File: config.mk
export PLATFORM = sky130hd
export DESIGN_NAME = digest_squeezer
export DESIGN_NICKNAME = d
export VERILOG_FILES = /design/src/rtl/haraka_s_pkg.sv /design/src/rtl/digest_squeezer.sv
export SDC_FILE = /design/constraint.sdc
export NUM_CORES = 1
export LEC_CHECK = 0
export ABC_CLOCK_PERIOD_IN_PS = 10450
export BUFFER_PORTS_ARGS = -buffer_cell sky130_fd_sc_hd__buf_2
export CAP_MARGIN = 20
export CORE_MARGIN = 1
export CORE_UTILIZATION = 35
export DETAILED_ROUTE_END_ITERATION = 12
export GPL_TIMING_DRIVEN = 0
export MAX_ROUTING_LAYER = met4
export PLACE_DENSITY = 0.64
export SYNTH_ARGS = -nofsm -noshare
export SYNTH_HDL_FRONTEND = slang
export SYNTH_SLANG_ARGS = --single-unit
File: constraint.sdc
create_clock -name internal_clk -period 10.45 [get_ports internal_clk]
set_input_delay 1.045 -clock internal_clk [delete_from_list [all_inputs] [get_ports internal_clk]]
set_output_delay 1.045 -clock internal_clk [all_outputs]
set_load 0.005 [all_outputs]
File: src/rtl/haraka_s_pkg.sv
// Shared types for the Haraka-S sponge datapath.
// Holds the squeeze FSM encoding and block geometry.
package haraka_s_pkg;

  typedef enum logic [2:0] {
    IDLE,
    WAIT_BLK,
    EMIT,
    REQ,
    FIN
  } squeeze_state_t;

  localparam int BLOCK_BYTES = 32;
  localparam int BYTE_IDX_W  = 5;

endpackage

File: src/rtl/digest_squeezer.sv
// Streams digest bytes out of 256-bit rate blocks, MSB byte first.
// Optional: SQUEEZE_PARTIAL_MASK_EN masks the unused bits of the final byte.
module digest_squeezer
  import haraka_s_pkg::*;
#(
  parameter int BLOCK_BITS = 256,
  parameter int BYTE_BITS  = 8
) (
  input  logic                  internal_clk,
  input  logic                  reset,
  input  logic                  start,
  input  logic [63:0]           digest_length,
  input  logic [BLOCK_BITS-1:0] block_in,
  input  logic                  block_valid,
  output logic                  block_ready,
  output logic                  perm_req,
  output logic [BYTE_BITS-1:0]  byte_out,
  output logic                  byte_valid,
  input  logic                  byte_ready,
  output logic                  byte_last,
  output logic                  busy,
  output logic                  done
);

  localparam int REM_W = 62;
  localparam logic [BYTE_IDX_W-1:0] LAST_IDX =
    BYTE_IDX_W'(BLOCK_BITS / BYTE_BITS - 1);

  squeeze_state_t        state_q, state_d;
  logic [REM_W-1:0]      remaining_q, remaining_d;
  logic [BYTE_IDX_W-1:0] idx_q, idx_d;
  logic [BLOCK_BITS-1:0] shift_q, shift_d;

  logic [REM_W-1:0]      total_bytes;
  logic [BYTE_BITS-1:0]  head;
  logic [BYTE_BITS-1:0]  out_byte;
  logic                  last_byte;
  logic                  emit_hs;

  // ceil(len/8) without a carry out of 64 bits, even at len = 2^64-1
  assign total_bytes = {1'b0, digest_length[63:3]}
                     + REM_W'(|digest_length[2:0]);

  assign head      = shift_q[BLOCK_BITS-1 -: BYTE_BITS];
  assign last_byte = (remaining_q == REM_W'(1));
  assign emit_hs   = (state_q == EMIT) && byte_ready;

`ifdef SQUEEZE_PARTIAL_MASK_EN
  logic [2:0] tail_q, tail_d;

  always_comb begin
    out_byte = head;
    if (last_byte && (tail_q != 3'd0)) begin
      out_byte = head & ~({BYTE_BITS{1'b1}} >> tail_q);
    end
  end

  always_comb begin
    tail_d = tail_q;
    if ((state_q == IDLE) && start) begin
      tail_d = digest_length[2:0];
    end
  end

  always_ff @(posedge internal_clk or posedge reset) begin
    if (reset) begin
      tail_q <= '0;
    end else begin
      tail_q <= tail_d;
    end
  end
`else
  assign out_byte = head;
`endif

  always_comb begin
    state_d     = state_q;
    remaining_d = remaining_q;
    idx_d       = idx_q;
    shift_d     = shift_q;
    unique case (state_q)
      IDLE: begin
        if (start) begin
          remaining_d = total_bytes;
          state_d     = (total_bytes == '0) ? FIN : WAIT_BLK;
        end
      end
      WAIT_BLK: begin
        if (block_valid) begin
          shift_d = block_in;
          idx_d   = '0;
          state_d = EMIT;
        end
      end
      EMIT: begin
        if (emit_hs) begin
          shift_d     = shift_q << BYTE_BITS;
          idx_d       = idx_q + 1'b1;
          remaining_d = remaining_q - 1'b1;
          if (last_byte) begin
            state_d = FIN;
          end else if (idx_q == LAST_IDX) begin
            state_d = REQ;
          end
        end
      end
      REQ: state_d = WAIT_BLK;
      FIN: state_d = IDLE;
      default: state_d = IDLE;
    endcase
  end

  always_ff @(posedge internal_clk or posedge reset) begin
    if (reset) begin
      state_q     <= IDLE;
      remaining_q <= '0;
      idx_q       <= '0;
      shift_q     <= '0;
    end else begin
      state_q     <= state_d;
      remaining_q <= remaining_d;
      idx_q       <= idx_d;
      shift_q     <= shift_d;
    end
  end

  assign block_ready = (state_q == WAIT_BLK);
  assign byte_valid  = (state_q == EMIT);
  assign perm_req    = (state_q == REQ);
  assign done        = (state_q == FIN);
  assign busy        = (state_q != IDLE);
  assign byte_out    = byte_valid ? out_byte : '0;
  assign byte_last   = byte_valid && last_byte;

endmodule

==> results of run 1 <==
-- routing by layer --
metal  up-vias  wire, um  part of all wire, %  global-route usage, %
met5         -         0                    0                      -
met4         0      1880                  3.1                   8.27
met3       126      3960                  6.4                   4.06
met2       608     28400                   46                   39.2
met1      8272     27200                   44                   33.2
li1       8021         -                    -                      -
-- worst max-delay path, delay by kind of cell, from the launching register on --
kind	cells	cell delay, ns
and+or+nand+nor	2	0.56
DFF	1	0.36
buffers and inverters	5	2.22
-- kinds of logic after synthesis --
group,count (synthesis)
DFF,326
buffers and inverters,162
xor gates and xnor gates,63
AOI/OAI and AO/OA,472
adders and majority gates,6
muxes,9
and+or+nand+nor,998
-- where the power goes --
| group | leakage (nW) | switching [W] | internal, W |
|---|---|---|---|
| registers | 3.64 | 0.000455 | 0.00189 |
| logic | 4.40 | 0.00135 | 0.000800 |
| clock network | 0.597 | 0.000529 | 0.000777 |
-- registers in the layout, summed over array words and instances, names as in the netlist --
| name | count |
|---|---|
| shift_q | 256 |
| idx_q | 5 |
| remaining_q | 62 |
| state_q | 3 |
-- placed cells by master, fill, tap and decap left out, types with 5 or more instances in the layout --
cell,instances
a21oi_1,70
nor4_2,5
or3_1,11
nor4_1,28
nand4b_1,7
mux2i_1,9
o22a_1,9
buf_4,5
clkbuf_16,38
nand2b_1,5
o22ai_1,258
clkbuf_8,8
nand3_1,56
o31ai_1,5
or4_1,13
diode_2,14
and2_1,9
buf_2,332
xor2_1,26
ha_1,6
inv_1,19
nor2_1,586
dfrtp_1,326
clkbuf_1,117
and3_1,22
buf_1,20
o21ai_0,67
a31oi_1,15
and4_1,5
nand2_1,125
nor3_1,50
nand4_1,38
nor3b_1,5
or2_2,11
xnor2_1,37
-- final cells by class --
type | count | area, sq um | share of cell area, %
inverter | 21 | 86.3 | 0.418
clock inverter | 9 | 114 | 0.551
tap | 615 | 769 | 3.73
antenna | 14 | 35.0 | 0.170
buffer | 141 | 557 | 2.70
clock buffer | 56 | 1100 | 5.32
timing repair buffer | 325 | 1670 | 8.11
multi-input combinational | 1548 | 8160 | 39.5
sequential | 326 | 8160 | 39.5
-- synth_stat cells (4+ instances only) --
library cell | count | area (sq um)
o21a_1 | 4 | 30.0
ha_1 | 6 | 75.1
nand3b_1 | 4 | 30.0
o21ai_0 | 67 | 335
buf_4 | 4 | 30.0
inv_1 | 20 | 75.1
a31oi_1 | 15 | 93.8
nor4_2 | 5 | 62.6
a2bb2oi_1 | 4 | 35.0
and2_1 | 9 | 56.3
and4_1 | 5 | 43.8
dfrtp_1 | 326 | 8160
or4_1 | 13 | 97.6
and3_1 | 22 | 138
nand4_1 | 38 | 238
o31ai_1 | 5 | 37.5
nand4b_1 | 7 | 61.3
o22ai_1 | 258 | 1610
nand3_1 | 56 | 280
buf_1 | 20 | 75.1
nor3b_1 | 5 | 37.5
or3_1 | 11 | 68.8
buf_2 | 10 | 50.1
nor4_1 | 28 | 175
a21oi_1 | 70 | 350
nand2_1 | 125 | 469
nor2_1 | 586 | 2200
xnor2_1 | 37 | 324
or2_2 | 11 | 68.8
mux2i_1 | 9 | 90.1
nor3_1 | 50 | 250
a22o_1 | 4 | 35.0
clkbuf_1 | 107 | 402
nand2b_1 | 5 | 31.3
o22a_1 | 9 | 78.8
xor2_1 | 26 | 228
-- worst max path at each step --
stage,start,to,slack (ns),cells after the start
final,state_q[2],byte_valid,5.74,7
after global routing,state_q[1],byte_valid,5.68,6
after CTS,state_q[1],byte_valid,5.84,6
after detailed placement,digest_length[1],state_q[0],5.50,12
after global placement,reset,remaining_q[54],-3.29,2
after floorplan,reset,idx_q[0],0.38,1
-- stage by stage --
step | TNS, ns | setup slack, ns | area [sq um]
global route | 0 | 5.68 | 20700
finish | 0 | 5.74 | 20700
detailed placement | 0 | 5.50 | 19400
floorplan | 0 | 0.379 | 17000
CTS | 0 | 5.84 | 20600
global placement | -1062.01 | -3.29 | 19300
==> results.py, run 1 <==
metrics = {
    "detailed_routing": {
        "drt.antenna.violating_nets": 0,
        "via_per_inst": 5.57,
        "drtIter0Drc": 1562,
        "wl_um": 61500,
        "drc": 0,
        "wl_per_cell_um": 20.1,
        "firstDrtPassIters": 6,
        "vias": 17000,
    },
    "sta": {
        "fmax_ghz": 0.212,
        "setup_violations": 0,
        "slew_headroom_pct": 27.8,
        "period_minus_slack_ns": 4.71,
        "hold_viol": 0,
        "grt_setup_unrepaired": "no",
        "tightest_slew_ns": 1.08,
        "hold-worst-slack_ns": 0.466,
        "timing.final.crit_share_pct": 45.1,
        "final_max_slew_viol_count": 0,
        "fin_worst_skew_ns": 0.0215,
    },
    "critical_path": {
        "endpoint_kind": "output pin",
        "reg2reg_to": "remaining_q[56]",
        "crit_required_ns": 9.41,
        "cp-start-kind": "register",
        "r2r_slack_ns": 6.59,
        "worstSetupPathType": "reg -> out",
        "r2r-start": "remaining_q[2]",
        "crit_path_max_fanout": 10,
        "slowest_delay_ns": 0.87,
        "crit_slowest_cell": "clkbuf_1",
        "reg2regPathDepth": 8,
        "crit_chain": "clkbuf_1 -> nor2_1 -> nand2_1 -> clkinv_1 -> clkbuf_1 -> clkbuf_1 -> buf_2",
        "crit_path_frequent_cell": "clkbuf_1",
        "arrival_ns": 3.67,
    },
    "cells_and_area": {
        "nNetsFinal": 2731,
        "finalNonFillerCells": 3055,
        "drive_gt1_share_pct": 17.5,
        "area_growth_pct": 21.8,
        "fill_cells": 4745,
        "final_core_util_pct": 43.3,
    },
    "yosys": {
        "ys_ff_latch": 326,
        "ys.warnings.count": 0,
        "synth_cell_types": 73,
        "yosys.area_share.simple_pct": 26.7,
        "avgSynthCellArea_sq_um": 8.33,
        "synth_top_family_by_area": "simple AND/OR/NAND/NOR gates",
        "synth-edff-count": 0,
        "synth_fa_ha_area_share_pct": 0.443,
        "synth_cells": 2036,
        "synth_async_sr_flop_share_pct": 100,
        "muxShareOfSynthArea_pct": 0.531,
        "synth-compound-area-share_pct": 17.2,
        "synthesis.nets": 2367,
        "synth_xor_area_share_pct": 3.25,
        "ys_dominant_reg_cell": "dfrtp_1",
        "seq_area_frac_synth_pct": 48.1,
        "syn-cell-area_sq_um": 17000,
    },
    "clock_network": {
        "cts_tree": "done",
        "insertion_delay_ns": 0.53,
        "htree_levels": 2,
        "cts_resized": 0,
        "cts-root-buf": "clkbuf_16",
        "clock_sinks": 326,
        "cts.hold.buffers_added": 0,
        "cts_buffers": 37,
        "postCtsSetupRepairBufs": 0,
        "clockBufferDepth": 3,
        "clk_pin_slew_ns": 0.06,
    },
    "grt": {
        "grt_max_degree": 124,
        "antenna_found_initial": 14,
        "grt_pass1_vias": 16700,
        "track_usage_pct": 25.1,
        "grt_pass1_wl_um": 95000,
        "gr-total-overflow": 0,
    },
    "min_path": {
        "hold_end": "shift_q[7]",
        "hp-class": "reg -> reg",
        "holdCritStartpoint": "shift_q[7]",
        "hold_depth": 2,
    },
    "pwr": {
        "power_w": 0.00580,
        "powerDensity_nw_per_um2": 281,
        "p_leak_nw": 8.63,
        "ir_worst_vdd_mv": 0.136,
    },
    "place": {
        "gp_congestion": 0.945,
        "io_buffers": 322,
        "dpl.cell_count": 2976,
        "hpwl_um": 46900,
    },
    "floorplan": {
        "rows": 80,
        "die_w_um": 222,
        "start_util_pct": 35.5,
        "core-area_sq_um": 47700,
        "ioPinCount": 339,
        "die_y_um": 222,
        "design.die.area_sq_um": 49300,
    },
    "run_status": {
        "run_status": "finished, final reports clean",
    },
    "flow_run": {
        "max_cap_violations": 0,
    },
}
(Power assumes the default switching activity.)
==> run 2, diff against run 1 <==
ABC_CLOCK_PERIOD_IN_PS = 4900   (was 10450)
PLACE_DENSITY = 0.62   (was 0.64)
clock period = 4.9 ns   (was 10.45 ns; I/O delays follow)
==> run 2 against run 1 <==
- via count increased by 0.75%
- flip-flop and latch count unchanged
- non-clock buffer count increased by 7
- cell count increased by 0.23%
- routed wire length increased by 0.89%
- sequential share of layout area decreased by 0.37 points
- first-iteration DRC count decreased by 0.70%
- count of clock-buffer cells in the layout decreased by 1
- design area increased by 0.94%
- largest cell class unchanged
==> results.py, run 2 (synthesis results as in run 1) <==
metrics = {
    "detailed_routing": {
        "wl_met3_um": 4390,
        "wl_per_cell_um": 20.3,
        "via_per_inst": 5.60,
        "firstDrtPassIters": 5,
        "m1WireLength_um": 27400,
        "top_layer": "met4",
        "drtIter0Drc": 1551,
        "wl_um": 62000,
        "drt.antenna.violating_nets": 0,
        "drc": 0,
        "wl_met2_um": 28400,
        "vias": 17200,
    },
    "clock_network": {
        "insertion_delay_ns": 0.54,
        "postCtsSetupRepairBufs": 0,
        "cts-root-buf": "clkbuf_16",
        "cts_resized": 0,
        "clockBufferDepth": 3,
        "htree_levels": 2,
        "clk_pin_slew_ns": 0.06,
        "cts_buffers": 37,
        "clock_sinks": 326,
        "cts_tree": "done",
    },
    "grt": {
        "track_usage_pct": 25.4,
        "gr-total-overflow": 0,
        "grt_max_degree": 44,
        "grt_pass1_vias": 16900,
        "antenna_found_initial": 14,
        "grt_pass1_wl_um": 95500,
    },
    "cells_and_area": {
        "final_core_util_pct": 43.7,
        "largest_register_ffs": 256,
        "area_growth_pct": 23.0,
        "layout_common_cells": "nor2_1, buf_2, dfrtp_1",
        "nNetsFinal": 2738,
        "fill_cells": 4768,
        "drive_gt1_share_pct": 17.9,
        "largest-register": "shift_q",
        "largestRegisters": "shift_q: 256 flops, remaining_q: 62 flops, idx_q: 5 flops",
        "layout_commonest_cell": "nor2_1",
    },
    "critical_path": {
        "crit_slowest_cell": "clkbuf_1",
        "worstSetupPathType": "reg -> out",
        "cp-start-kind": "register",
        "crit_buf_inv": 5,
        "arrival_ns": 3.59,
        "slowest_delay_ns": 0.78,
        "crit_family": "buffers and inverters",
        "endpoint_kind": "output pin",
        "crit_path_frequent_cell": "clkbuf_1",
        "crit_path_max_fanout": 10,
        "crit_required_ns": 4.41,
        "crit_chain": "clkbuf_1 -> nand2_1 -> clkinv_1 -> clkbuf_1 -> clkbuf_1 -> buf_2",
    },
    "pwr": {
        "powerDensity_nw_per_um2": 598,
        "clkPwrFrac_pct": 22.9,
        "p_sw_w": 0.00501,
        "p_comb_share_pct": 36.9,
        "power_w": 0.0125,
        "p_sw_share_pct": 40.2,
        "ir_worst_vdd_mv": 0.297,
        "seqPwrFrac_pct": 40.2,
        "power.internal_w": 0.00746,
        "p_leak_nw": 8.71,
    },
    "floorplan": {
        "design.die.area_sq_um": 49300,
        "start_util_pct": 35.5,
        "die_y_um": 222,
        "ioPinCount": 339,
        "rows": 80,
        "die_w_um": 222,
        "core-area_sq_um": 47700,
    },
    "sta": {
        "period_minus_slack_ns": 4.08,
        "finalWorstSetupSlack_ns": 0.822,
        "setup_violations": 0,
        "tightest_slew_ns": 0.958,
        "fin_worst_skew_ns": 0.0153,
        "hold-worst-slack_ns": 0.180,
        "fmax_ghz": 0.245,
        "slew_headroom_pct": 35.8,
        "final_max_slew_viol_count": 0,
        "setup_tns_ns": 0,
        "hold_viol": 0,
        "timing.final.crit_share_pct": 83.2,
        "grt_setup_unrepaired": "no",
    },
    "place": {
        "gp_congestion": 0.941,
        "io_buffers": 322,
        "place_ws_ns": 0.516,
        "hpwl_um": 47700,
    },
    "flow_run": {
        "max_cap_violations": 0,
    },
    "min_path": {
        "hp-class": "in -> reg",
    },
    "run_status": {
        "run_status": "finished, final reports clean",
    },
}
-- run 2: changes by cell type in the layout (fill, tap and decap cells not counted), sizes merged --
cell / delta
clkbuf: -1
clkinvlp: +3
clkinv: -2
dlygate4sd3: +1
buf: +6
-- run 2: metrics by stage --
stage                     cell area [sq um]  std cells
after CTS                             20800       3048
final                                 20800       3062
after global placement                19300       2973
after floorplan                       17000       2036
after detailed placement              19500       2982
after global routing                  20800       3062
-- run 2: worst min-delay path: cells and delay by family --
family,cells,cell delay (ns)
simple gates,2,0.11
buf+inv,1,0.08
-- run 2: layout make-up --
type | count | area [sq um] | area share (%)
clock inverters | 10 | 135 | 0.648
multi-input cells | 1548 | 8160 | 39.2
inverters | 21 | 82.6 | 0.396
diodes | 14 | 35.0 | 0.168
clock buffers | 55 | 1130 | 5.44
plain buffers | 141 | 557 | 2.67
well taps | 615 | 769 | 3.69
flip-flops and latches | 326 | 8160 | 39.1
repair buffers | 332 | 1810 | 8.68
-- run 2: final timing paths --
kind / from / end / slack, ns / cells past startpoint
setup reg to reg: remaining_q[2] / remaining_q[56] / 1.07 / 8
min in group asynchronous: reset / remaining_q[8] / 0.53 / 3
hold reg to reg: shift_q[0] / shift_q[0] / 0.47 / 2
max in group asynchronous: reset / shift_q[87] / 3.15 / 7
setup / recovery: state_q[1] / byte_valid / 0.82 / 6
hold / removal: block_in[1] / shift_q[1] / 0.18 / 3
-- run 2: power groups by stage --
stage | registers, W | logic [W] | clock network (W)
5_1_grt | 0.00515 | 0.00515 | 0.00301
4_1_cts | 0.00498 | 0.00457 | 0.00292
3_5_place_dp | 0.00501 | 0.00455 | 0
2_1_floorplan | 0.00466 | 0.00325 | 0
3_3_place_gp | 0.00498 | 0.00440 | 0
6_report | 0.00501 | 0.00461 | 0.00286
-- run 2: repair_timing --
item	4_1_cts	5_1_grt
hold buffers	1	0
endpoints found under the setup margin	0	0
hold endpoints to repair	9	0
-- run 2: routing by layer --
metal | up-vias | GRT usage (%)
met1 | 8375 | 33.5
met2 | 636 | 39.1
met5 | - | -
li1 | 8027 | -
met3 | 116 | 4.80
met4 | 0 | 8.31
==> run 3, diff against run 2 <==
ABC_AREA = 1   (was not set)
ABC_CLOCK_PERIOD_IN_PS = 4100   (was 4900)
clock period = 4.1 ns   (was 4.9 ns; I/O delays follow)
==> run 3 against run 2 <==
- the flow now finishes with violations (negative hold slack)
- core utilization down 0.14 points
- worst setup slack worse by 0.093 ns
- synthesized cell count up 18%
- critical path depth up 2
- sequential share of layout area down 1.8 points
- via count up 7.6%
- clock skew up 0.0036 ns
- critical path type unchanged
- largest cell class unchanged
- largest power group unchanged
==> results.py, run 3 <==
metrics = {
    "run_status": {
        "run_status": "complete, but fails checks",
        "violations": "negative hold slack",
    },
    "pwr": {
        "power_w": 0.0122,
        "power.internal_w": 0.00794,
        "clkPwrFrac_pct": 28.6,
        "p_comb_share_pct": 26.7,
        "ir_worst_vdd_mv": 0.424,
        "seqPwrFrac_pct": 44.7,
        "powerDensity_nw_per_um2": 557,
        "p_sw_share_pct": 34.7,
        "p_sw_w": 0.00422,
        "p_leak_nw": 9.31,
    },
    "yosys": {
        "synth_top_area_cell": "dfrtp_1",
        "synth-edff-count": 0,
        "ys_ff_latch": 326,
        "synth_async_sr_flop_share_pct": 100,
        "synthesis.nets": 2727,
        "ys_top_cells_by_count": "nor2_1, nand2_1, dfrtp_1",
        "synth_cell_types": 49,
        "avgSynthCellArea_sq_um": 7.42,
        "ys.warnings.count": 0,
        "syn-cell-area_sq_um": 17800,
        "synth_area_leaders": "dfrtp_1, nor2_1, o22ai_1",
        "seq_area_frac_synth_pct": 45.9,
        "synth_top_area_share_pct": 45.9,
        "synth_cells": 2396,
        "ys_dominant_reg_cell": "dfrtp_1",
        "yosysMostFrequentCell": "nor2_1",
    },
    "place": {
        "dpl.cell_count": 3415,
        "place_ws_ns": 0.951,
        "hpwl_um": 54000,
        "io_buffers": 338,
        "gp_congestion": 0.962,
    },
    "sta": {
        "final_max_slew_viol_count": 0,
        "slew_headroom_pct": 35.0,
        "hold_viol": 3,
        "grt_setup_unrepaired": "no",
        "timing.final.crit_share_pct": 82.2,
        "fmax_ghz": 0.297,
        "setup_violations": 0,
        "period_minus_slack_ns": 3.37,
        "tightest_slew_ns": 0.966,
        "finalWorstSetupSlack_ns": 0.729,
        "hold-worst-slack_ns": -0.00410,
        "fin_worst_skew_ns": 0.0189,
    },
    "clock_network": {
        "clock_sinks": 326,
        "postCtsSetupRepairBufs": 0,
        "cts_buffers": 37,
        "cts_resized": 0,
        "cts_tree": "done",
        "clk_pin_slew_ns": 0.06,
        "htree_levels": 2,
        "insertion_delay_ns": 0.54,
        "clockBufferDepth": 3,
        "cts.hold.buffers_added": 0,
        "cts-root-buf": "clkbuf_16",
    },
    "detailed_routing": {
        "drt.antenna.violating_nets": 0,
        "wl_um": 68900,
        "vias": 18500,
        "firstDrtPassIters": 7,
        "wl_per_cell_um": 19.6,
        "drc": 0,
        "via_per_inst": 5.25,
        "drtIter0Drc": 1685,
    },
    "floorplan": {
        "start_util_pct": 35.4,
        "rows": 82,
        "ioPinCount": 339,
        "design.die.area_sq_um": 51700,
        "die_y_um": 227,
        "die_w_um": 227,
        "core-area_sq_um": 50200,
    },
    "grt": {
        "gr-total-overflow": 0,
        "grt_pass1_vias": 18100,
        "grt_pass1_wl_um": 105000,
        "grt_max_degree": 44,
        "antenna_found_initial": 35,
        "track_usage_pct": 27.4,
    },
    "critical_path": {
        "crit_path_max_fanout": 10,
        "slowest_delay_ns": 0.60,
        "endpoint_kind": "output pin",
        "crit_family": "buffers and inverters",
        "worstSetupPathType": "reg -> out",
        "crit_slowest_cell": "nor4_1",
        "arrival_ns": 2.96,
        "cp-start-kind": "register",
        "crit_required_ns": 3.69,
        "crit_buf_inv": 6,
        "crit_chain": "buf_4 -> inv_1 -> nor2_2 -> inv_1 -> clkbuf_1 -> clkbuf_1 -> nor4_1 -> buf_2",
    },
    "cells_and_area": {
        "drive_gt1_share_pct": 18.4,
        "largest_register_ffs": 256,
        "fill_cells": 5146,
        "finalNonFillerCells": 3517,
        "layout_common_cells": "nor2_1, buf_2, nand2_1",
        "largest-register": "shift_q",
        "layout_commonest_cell": "nor2_1",
        "area_growth_pct": 22.9,
        "largestRegisters": "shift_q: 256 flops, remaining_q: 62 flops, idx_q: 5 flops",
        "final_core_util_pct": 43.5,
        "ff_latch_area_sq_um": 8160,
        "multiInputGateArea_sq_um": 8480,
        "nNetsFinal": 3113,
    },
    "flow_run": {
        "max_cap_violations": 0,
    },
    "min_path": {
        "hp-class": "in -> async",
    },
}
run 3: cell types whose count changed in the layout (fill, tap and decap cells not counted), moves of 21 or more:
| cell | before | now |
|---|---|---|
| buf_2 | 332 | 393 |
| xnor2_1 | 37 | 15 |
| inv_1 | 19 | 165 |
| nor3_1 | 49 | 20 |
| nand2_1 | 125 | 365 |
| nor2_1 | 586 | 744 |
| and3_1 | 22 | 0 |
| diode_2 | 14 | 35 |
| clkbuf_1 | 112 | 63 |
run 3: worst paths after layout:
| check | slack (ns) | cells past startpoint | end | from |
|---|---|---|---|---|
| worst min register to register | 0.51 | 2 | shift_q[22] | shift_q[14] |
| worst max-delay path | 0.73 | 8 | byte_last | state_q[1] |
| min in group internal_clk | 0.09 | 3 | shift_q[7] | block_in[7] |
| max in group asynchronous | 2.69 | 6 | shift_q[2] | reset |
| worst min-delay path | -0.004 | 2 | remaining_q[0] | reset |
| worst max register to register | 0.99 | 9 | remaining_q[16] | state_q[1] |
run 3: routing by layer:
metal	global-route usage, %	wire length (um)
met2	43.3	32500
met5	-	0
met1	35.1	29400
met3	6.50	5380
met4	7.14	1610
run 3: worst register-to-register path, delay by kind of cell, from the launching register on:
family	cells	cell delay (ns)
flip-flops	1	0.38
AO/OA/AOI/OAI	3	0.72
buffers and inverters	4	1.16
AND/OR/NAND/NOR	2	0.78
run 3: through the flow:
step | hold slack (ns) | setup TNS, ns | cell area (sq um)
floorplan | 0.472 | -215.40 | 17800
global placement | 0.487 | -883.74 | 20300
detailed placement | 0.498 | 0 | 20500
CTS | 0.00734 | 0 | 21700
global route | 0.0474 | 0 | 21800
finish | -0.00410 | 0 | 21800
run 3: final cells by class:
cell class,count,share of cell area (%)
Multi-Input combinational cell,1786,38.8
Sequential cell,326,37.4
Timing Repair Buffer,347,8.57
Clock buffer,56,4.99
Tap cell,672,3.85
Inverter,175,3.03
Buffer,109,2.21
Clock inverter,11,0.774
Antenna cell,35,0.401
run 3: power groups by stage:
stage | registers, W | clock network, W | logic (W)
floorplan | 0.00517 | 0 | 0.00233
finish | 0.00544 | 0.00347 | 0.00325
detailed placement | 0.00545 | 0 | 0.00322
CTS | 0.00541 | 0.00352 | 0.00323
global route | 0.00559 | 0.00364 | 0.00367
global placement | 0.00543 | 0 | 0.00311
run 3: cells by family (layout without fill, tap and decap cells):
family,count (synthesis),in the layout,share of synthesized area [%]
other,0,35,0
adders and majority gates,6,6,0.422
DFF,326,326,45.9
AOI/OAI and AO/OA,423,423,14.4
xor gates and xnor gates,49,49,2.41
buffers and inverters,284,698,6.41
and+or+nand+nor,1306,1306,30.4
muxes,2,2,0.120
